**src/rtl/vga_timing_out.sv**
```systemverilog
// Raster timing generator plus VGA output stage: emits x/y to the colour mux,
// takes its r/g/b back and registers it to the DAC with sync/blank aligned.
module vga_timing_out #(
    parameter int CLK_DIV  = 2,
    parameter int H_ACTIVE = 640,
    parameter int H_FP     = 16,
    parameter int H_SYNC   = 96,
    parameter int H_BP     = 48,
    parameter int V_ACTIVE = 480,
    parameter int V_FP     = 10,
    parameter int V_SYNC   = 2,
    parameter int V_BP     = 33,
    parameter int PIPE_LAT = 1
) (
    input  logic       clk,
    input  logic       rst_n,
    output logic [9:0] x,
    output logic [9:0] y,
    output logic       pix_en,
    output logic       move,
    input  logic [7:0] r_in,
    input  logic [7:0] g_in,
    input  logic [7:0] b_in,
    output logic [7:0] vga_r,
    output logic [7:0] vga_g,
    output logic [7:0] vga_b,
    output logic       vga_hs,
    output logic       vga_vs,
    output logic       vga_blank_n,
    output logic       vga_sync_n,
    output logic       vga_clk
);
    localparam int H_TOTAL = H_ACTIVE + H_FP + H_SYNC + H_BP;
    localparam int V_TOTAL = V_ACTIVE + V_FP + V_SYNC + V_BP;
    localparam int DW      = $clog2(CLK_DIV);

    localparam logic [DW-1:0] DIV_LAST = DW'(CLK_DIV - 1);
    localparam logic [DW-1:0] DIV_HALF = DW'(CLK_DIV / 2);
    localparam logic [9:0] H_LAST = 10'(H_TOTAL - 1);
    localparam logic [9:0] V_LAST = 10'(V_TOTAL - 1);
    localparam logic [9:0] H_ACT  = 10'(H_ACTIVE);
    localparam logic [9:0] V_ACT  = 10'(V_ACTIVE);
    localparam logic [9:0] V_MOVE = 10'(V_ACTIVE - 1);
    localparam logic [9:0] HS_BEG = 10'(H_ACTIVE + H_FP);
    localparam logic [9:0] HS_END = 10'(H_ACTIVE + H_FP + H_SYNC);
    localparam logic [9:0] VS_BEG = 10'(V_ACTIVE + V_FP);
    localparam logic [9:0] VS_END = 10'(V_ACTIVE + V_FP + V_SYNC);

    // Sync bits are carried active-high so an all-zero (reset) delay line
    // means "no sync", avoiding a spurious pulse right after reset.
    typedef struct packed {
        logic act;
        logic hsync;
        logic vsync;
    } rast_t;

    logic [DW-1:0] div_cnt_q, div_cnt_d;
    logic [9:0]    h_cnt_q, h_cnt_d;
    logic [9:0]    v_cnt_q, v_cnt_d;
    rast_t         raw, dly;

    always_comb begin
        pix_en    = (div_cnt_q == DIV_LAST);
        vga_clk   = (div_cnt_q >= DIV_HALF);
        div_cnt_d = pix_en ? '0 : div_cnt_q + DW'(1);
        h_cnt_d   = h_cnt_q;
        v_cnt_d   = v_cnt_q;
        if (pix_en) begin
            if (h_cnt_q == H_LAST) begin
                h_cnt_d = '0;
                v_cnt_d = (v_cnt_q == V_LAST) ? '0 : v_cnt_q + 10'd1;
            end else begin
                h_cnt_d = h_cnt_q + 10'd1;
            end
        end
        move      = pix_en && (h_cnt_q == H_LAST) && (v_cnt_q == V_MOVE);
        raw.act   = (h_cnt_q < H_ACT) && (v_cnt_q < V_ACT);
        raw.hsync = (h_cnt_q >= HS_BEG) && (h_cnt_q < HS_END);
        raw.vsync = (v_cnt_q >= VS_BEG) && (v_cnt_q < VS_END);
    end

    always_ff @(posedge clk or negedge rst_n) begin
        if (!rst_n) begin
            div_cnt_q <= '0;
            h_cnt_q   <= '0;
            v_cnt_q   <= '0;
        end else begin
            div_cnt_q <= div_cnt_d;
            h_cnt_q   <= h_cnt_d;
            v_cnt_q   <= v_cnt_d;
        end
    end

    assign x          = h_cnt_q;
    assign y          = v_cnt_q;
    assign vga_sync_n = 1'b0;

    // Match the colour mux latency so sync/blank line up with r/g/b_in.
    generate
        if (PIPE_LAT == 0) begin : g_nodly
            assign dly = raw;
        end else begin : g_dly
            rast_t [PIPE_LAT-1:0] pipe_q;
            always_ff @(posedge clk or negedge rst_n) begin
                if (!rst_n) begin
                    pipe_q <= '0;
                end else if (pix_en) begin
                    pipe_q[0] <= raw;
                    for (int i = 1; i < PIPE_LAT; i++) pipe_q[i] <= pipe_q[i-1];
                end
            end
            assign dly = pipe_q[PIPE_LAT-1];
        end
    endgenerate

    always_ff @(posedge clk or negedge rst_n) begin
        if (!rst_n) begin
            vga_r       <= '0;
            vga_g       <= '0;
            vga_b       <= '0;
            vga_blank_n <= 1'b0;
            vga_hs      <= 1'b1;
            vga_vs      <= 1'b1;
        end else if (pix_en) begin
            vga_r       <= dly.act ? r_in : 8'h00;
            vga_g       <= dly.act ? g_in : 8'h00;
            vga_b       <= dly.act ? b_in : 8'h00;
            vga_blank_n <= dly.act;
            vga_hs      <= !dly.hsync;
            vga_vs      <= !dly.vsync;
        end
    end
endmodule

```
**config.mk**
```make
export PLATFORM = sky130hd
export DESIGN_NAME = vga_timing_out
export DESIGN_NICKNAME = d
export VERILOG_FILES = /design/src/rtl/vga_timing_out.sv
export SDC_FILE = /design/constraint.sdc
export NUM_CORES = 1
export LEC_CHECK = 0
export ABC_AREA = 1
export BUFFER_PORTS_ARGS = -buffer_cell sky130_fd_sc_hd__buf_2
export CELL_PAD_IN_SITES_DETAIL_PLACEMENT = 1
export CELL_PAD_IN_SITES_GLOBAL_PLACEMENT = 2
export CORE_MARGIN = 1
export CORE_UTILIZATION = 29
export CTS_CLUSTER_SIZE = 30
export DETAILED_ROUTE_END_ITERATION = 10
export GPL_TIMING_DRIVEN = 0
export PLACE_DENSITY_LB_ADDON = 0.1
export SLEW_MARGIN = 25
export SYNTH_ARGS = -nofsm -noshare
export SYNTH_HDL_FRONTEND = slang
export SYNTH_SLANG_ARGS = --single-unit
```
**constraint.sdc**
```tcl
create_clock -name clk -period 1.9 [get_ports clk]
set_input_delay 0.19 -clock clk [delete_from_list [all_inputs] [get_ports clk]]
set_output_delay 0.19 -clock clk [all_outputs]
set_load 0.02 [all_outputs]
```
==> results of run 1 <==
-- registers in the layout, summed over array words and instances (netlist names), 3 cells and up --
signal and cells:
x 10, dly 3, y 10, vga_g 8, vga_r 8, vga_b 8
-- what timing repair did --
action / 4_1_cts / 5_1_grt
hold buffers: 1 / 0
resized for setup: 0 / 3
endpoints found under the setup margin: 1 / 1
pin swaps: 1 / 1
buffers inserted: 3 / 5
endpoints found under the hold margin: 49 / 0
-- stage by stage --
stage                     instances  hold slack, ns  total power, uW  cell area, um2  utilization
after global placement          479           0.413             1280            2970        0.362
after CTS                       491          0.0952             2190            3140        0.382
final                           496           0.103             2150            3180        0.388
after detailed placement        479           0.283             1280            2970        0.362
after global routing            496           0.100             2240            3180        0.388
after floorplan                 299          -0.106             1200            2460            -
-- final cells by class --
cell class                 count  area share
clock buffer                   6      0.0228
buffer                        13      0.0251
timing repair buffer          84       0.141
inverter                      33      0.0389
sequential                    51       0.402
multi-input combinational    202       0.310
clock inverter                 2      0.0189
tap                          105      0.0413
-- worst min path at each step --
stage | to | slack, ns | depth (start not counted)
global placement | vga_r[2]$_DFFE_PN0P_ | 0.41 | 3
detailed placement | y[4]$_DFFE_PN0P_ | 0.28 | 1
global route | vga_g[3]$_DFFE_PN0P_ | 0.10 | 3
finish | vga_b[6]$_DFFE_PN0P_ | 0.10 | 3
floorplan | dly[0]$_DFFE_PN0P_ | -0.11 | 0
CTS | vga_g[2]$_DFFE_PN0P_ | 0.1 | 3
-- layer usage --
metal	routed length, um	part of all wire	GRT usage	vias up
li1	-	-	-	1122
met1	3170	0.48	0.213	1059
met2	3210	0.48	0.261	41
met5	0	0	0	-
met4	26	0.0039	0.0346	0
met3	229	0.035	0.0267	2
-- worst reg2reg max path, stage by stage, from the launching register on --
cell     delay [ns]
dfrtp_1        0.42
buf_4          0.15
inv_1          0.08
ha_1           0.15
nand2_1        0.05
nor2_1         0.10
nand3_1        0.22
nand3_1        0.15
o21ai_0        0.09
-- Yosys cell counts --
library cell and instances:
a21oi_1 1, buf_2 7, buf_4 2, buf_6 2, clkbuf_1 2, conb_1 1, dfrtp_1 49, dfstp_2 2
ha_1 4, inv_1 32, inv_2 1, nand2_1 93, nand2_2 1, nand3_1 39, nand3_2 1, nand3b_1 1
nand4_1 5, nand4_4 1, nor2_1 19, nor2_2 2, nor2_4 3, nor3_1 3, nor3_2 2, nor4_1 1
o211ai_1 1, o21ai_0 15, o21ai_1 4, o21ai_2 1, or2_2 1, xor2_1 3
-- report_power, final --
part / total, uW / leakage, uW / switching, uW / internal, uW
clock: 891 / 0.0000654 / 364 / 527
combinational: 136 / 0.000973 / 84.7 / 50.9
sequential: 1120 / 0.000625 / 12.1 / 1110
-- kinds of logic after synthesis --
| logic type | synth area share |
|---|---|
| XOR/XNOR | 0.0107 |
| adder cells (fa/ha/maj) | 0.0203 |
| AO/OA/AOI/OAI | 0.0472 |
| flip-flops | 0.519 |
| other | 0.00152 |
| AND/OR/NAND/NOR | 0.319 |
| buffers and inverters | 0.0827 |
==> impl_metrics.yaml, run 1 <==
power_and_ir_drop:
  p_leak_uw: 0.00166
  ir_worst_vdd_mv: 0.387
  powerDensity_nw_per_um2: 675
sta:
  finalWorstSetupSlack_ns: 0.0908
  fmax_mhz: 553
  setup_viol_count_final: 0
  layout_min_cycle_time_ns: 1.81
  period_share: 0.952
  fin_skew_ns: 0.00482
  slew_viol_final: 0
  setup_tns_ns: 0
  hold_viol: 0
  tightest_slew_ns: 0.668
  slew_headroom: 0.555
final_layout:
  drive_above_1_share: 0.302
  final_cell_mix: "93 x nand2_1, 80 x buf_2, 49 x dfrtp_1"
  ff_latch_area_um2: 1280
  multiInputGateArea_um2: 987
  final_common_cell: "nand2_1"
  n_fill_cell: 1053
  synthToLayoutAreaGrowth_pct: 29.2
  diodes: 0
  nets: 420
critical_path:
  cp.buffers_inverters: 3
  worst-endpoint-required_ns: 1.71
  cp-start-kind: "flop"
  crit_path_end_kind: "output pin"
  critPathMaxStageDelay_ns: 0.38
  path_cells: "ha_2 -> inv_1 -> nor2_4 -> nand4_4 -> buf_6 -> nor3_2 -> buf_4"
  critPathMaxFanout: 10
  r2r-end: "y[0]$_DFFE_PN0P_"
  critPathLaunch: "x[1]$_DFFE_PN0P_"
  endpoint: "move"
  cp_num_cells: 7
  cpMaxStageDelayCell: "dfrtp_1"
  worstSetupPathType: "flop to output pin"
  r2r-start: "y[0]$_DFFE_PN0P_"
  crit_family: "buffers and inverters"
  cp.arrival_ns: 1.62
  r2r_setup_slack_ns: 0.37
  r2r_cells: 8
clocking:
  clkLatencyLatePin_ns: 0.30
  root_buffer: "clkbuf_8"
  cts_tree: "built"
  clock_sinks: 51
  h-tree-depth: 2
  cts_buffers: 5
  path_clk_slew_ns: 0.10
  cts_max_path_buffers: 2
global_route:
  grt_first_pass_wirelength_um: 10800
  antenna_found_initial: 0
  track_usage: 0.158
  grt-ovfl-total: 0
  grt_pass1_vias: 2220
  grt_max_degree: 52
placed_design:
  io_buffers: 75
  dp_slack_ns: 0.158
  post-dp-hpwl_um: 4730
  place_congestion: 0.704
route:
  firstDrtPassIters: 4
  detail-route-antenna-nets: 0
  drtIter0Drc: 56
  vias_per_cell: 4.48
  drc: 0
  vias: 2224
  wl_um: 6630
  wl_per_cell_um: 13.4
floorplan:
  coreArea_um2: 8220
  die_area_um2: 8870
  start_util: 0.300
  num_io_pins: 77
  die_x_um: 94.2
  rows: 33
  die_y_um: 94.2
yosys:
  yosysWarnings: 0
  synth_top_area_frac: 0.497
  synth_seq_cells: 51
  synth_area_per_cell_um2: 8.24
  syn-num-nets: 329
  syn_inst: 299
  synth_area_um2: 2460
  synthTopCellsByArea: "dfrtp_1 50%, nand2_1 14%, nand3_1 7.9%"
  ys_types: 30
  yosys.area.top_type: "dfrtp_1"
  yosysSeqAreaShare: 0.519
run:
  cap_violations: 0
worst_hold_path:
  hold_path.startpoint: "b_in[6]"
  hp-class: "input port to flop"
status:
  status: "finished clean"
(Power assumes the default switching activity.)
==> run 2, diff against run 1 <==
SKIP_CTS_REPAIR_TIMING = 1   (was default)
clock period = 1.78 ns   (was 1.9 ns; I/O delays follow)
==> impl_metrics.yaml, run 2 (same netlist as run 1, synthesis figures left out) <==
critical_path:
  crit_family: "flip-flops"
  r2r-start: "y[0]$_DFFE_PN0P_"
  worstSetupPathType: "flop to output pin"
  cp.arrival_ns: 1.54
  critPathLaunch: "x[1]$_DFFE_PN0P_"
  cp.buffers_inverters: 3
  crit_path_end_kind: "output pin"
  cp_num_cells: 7
  endpoint: "move"
  cp-start-kind: "flop"
  critPathMaxStageDelay_ns: 0.41
  critPathMaxFanout: 5
  path_cells: "ha_4 -> inv_2 -> nor2_4 -> nand4_4 -> buf_8 -> nor3_2 -> buf_4"
  r2r_cells: 8
  r2r_setup_slack_ns: 0.25
  worst-endpoint-required_ns: 1.60
  cpMaxStageDelayCell: "dfrtp_2"
  r2r-end: "y[0]$_DFFE_PN0P_"
clocking:
  cts_max_path_buffers: 2
  path_clk_slew_ns: 0.10
  clkLatencyLatePin_ns: 0.30
  cts_buffers: 5
  cts_tree: "built"
  root_buffer: "clkbuf_8"
  h-tree-depth: 2
  clock_sinks: 51
global_route:
  grt-ovfl-total: 0
  grt_max_degree: 52
  antenna_found_initial: 0
  track_usage: 0.156
  grt_pass1_vias: 2193
  grt_first_pass_wirelength_um: 10700
route:
  drc: 0
  wl_um: 6790
  detail-route-antenna-nets: 0
  vias: 2262
  drtIter0Drc: 59
  firstDrtPassIters: 4
  wl_per_cell_um: 13.4
  vias_per_cell: 4.45
placed_design:
  post-dp-hpwl_um: 4730
  dp_slack_ns: 0.0504
  place_congestion: 0.704
  io_buffers: 75
floorplan:
  start_util: 0.300
  die_x_um: 94.2
  num_io_pins: 77
  die_area_um2: 8870
  rows: 33
  coreArea_um2: 8220
  die_y_um: 94.2
sta:
  tightest_slew_ns: 0.671
  setup_viol_count_final: 0
  slew_viol_final: 0
  slew_headroom: 0.552
  period_share: 0.966
  layout_min_cycle_time_ns: 1.72
  hold_viol: 0
  fmax_mhz: 581
  fin_skew_ns: 0.00436
  finalWorstSetupSlack_ns: 0.0600
power_and_ir_drop:
  powerDensity_nw_per_um2: 693
  ir_worst_vdd_mv: 0.405
  power_uw: 2300
  p_leak_uw: 0.00172
final_layout:
  nets: 432
  diodes: 0
  final_cell_mix: "92 x nand2_1, 80 x buf_2, 44 x dfrtp_1"
  final_common_cell: "nand2_1"
  drive_above_1_share: 0.347
  synthToLayoutAreaGrowth_pct: 34.5
worst_hold_path:
  hp-class: "input port to flop"
  hold_path.startpoint: "b_in[6]"
status:
  status: "finished clean"
run:
  cap_violations: 0
run 2: cell count changes in the layout (fill, tap and decap cells not counted), moves of 2 or more:
cell and change:
buf_4 +12, dfrtp_1 -5, dfrtp_2 +5, inv_1 -3
inv_2 +3, ha_2 -2, ha_4 +2
run 2: power breakdown:
group / internal (uW) / leakage (uW) / switching, uW
sequential: 1190 / 0.000618 / 13.0
clock: 562 / 0.0000654 / 392
combinational: 54.3 / 0.00104 / 90.5
run 2: worst min-delay path, delay by kind of cell:
family	cells	cell delay (ns)
and+or+nand+nor	2	0.11
buffers and inverters	1	0.07
run 2: metal layers:
metal | GRT usage | up-vias | wire [um]
li1 | - | 1148 | -
met1 | 0.212 | 1070 | 3300
met2 | 0.258 | 42 | 3210
met3 | 0.0267 | 2 | 250
met4 | 0.0346 | 0 | 26
met5 | 0 | - | 0
run 2: worst min-delay path by stage:
stage	end	slack, ns	depth (start not counted)
after detailed placement	y[4]$_DFFE_PN0P_	0.27	1
after global placement	vga_r[2]$_DFFE_PN0P_	0.40	3
after global routing	vga_g[3]$_DFFE_PN0P_	0.09	3
after CTS	y[6]$_DFFE_PN0P_	-0.07	1
after floorplan	dly[0]$_DFFE_PN0P_	-0.12	0
final	vga_b[6]$_DFFE_PN0P_	0.09	3
run 2: layout make-up:
cell class | count | area, um2
fillers | 1045 | 4900
flip-flops and latches | 51 | 1280
multi-input cells | 202 | 1020
repair buffers | 96 | 541
well taps | 105 | 131
inverters | 33 | 124
plain buffers | 13 | 83.8
clock buffers | 6 | 72.6
clock inverters | 2 | 60.1
run 2: through the flow:
stage	hold slack (ns)	util	area (um2)	setup TNS (ns)	std cells
3_5_place_dp	0.271	0.362	2970	0	479
5_1_grt	0.0883	0.403	3310	-0.0358	508
4_1_cts	-0.0651	0.378	3110	-0.313	487
6_report	0.0901	0.403	3310	0	508
3_3_place_gp	0.401	0.362	2970	0	479
2_1_floorplan	-0.118	-	2460	0	299
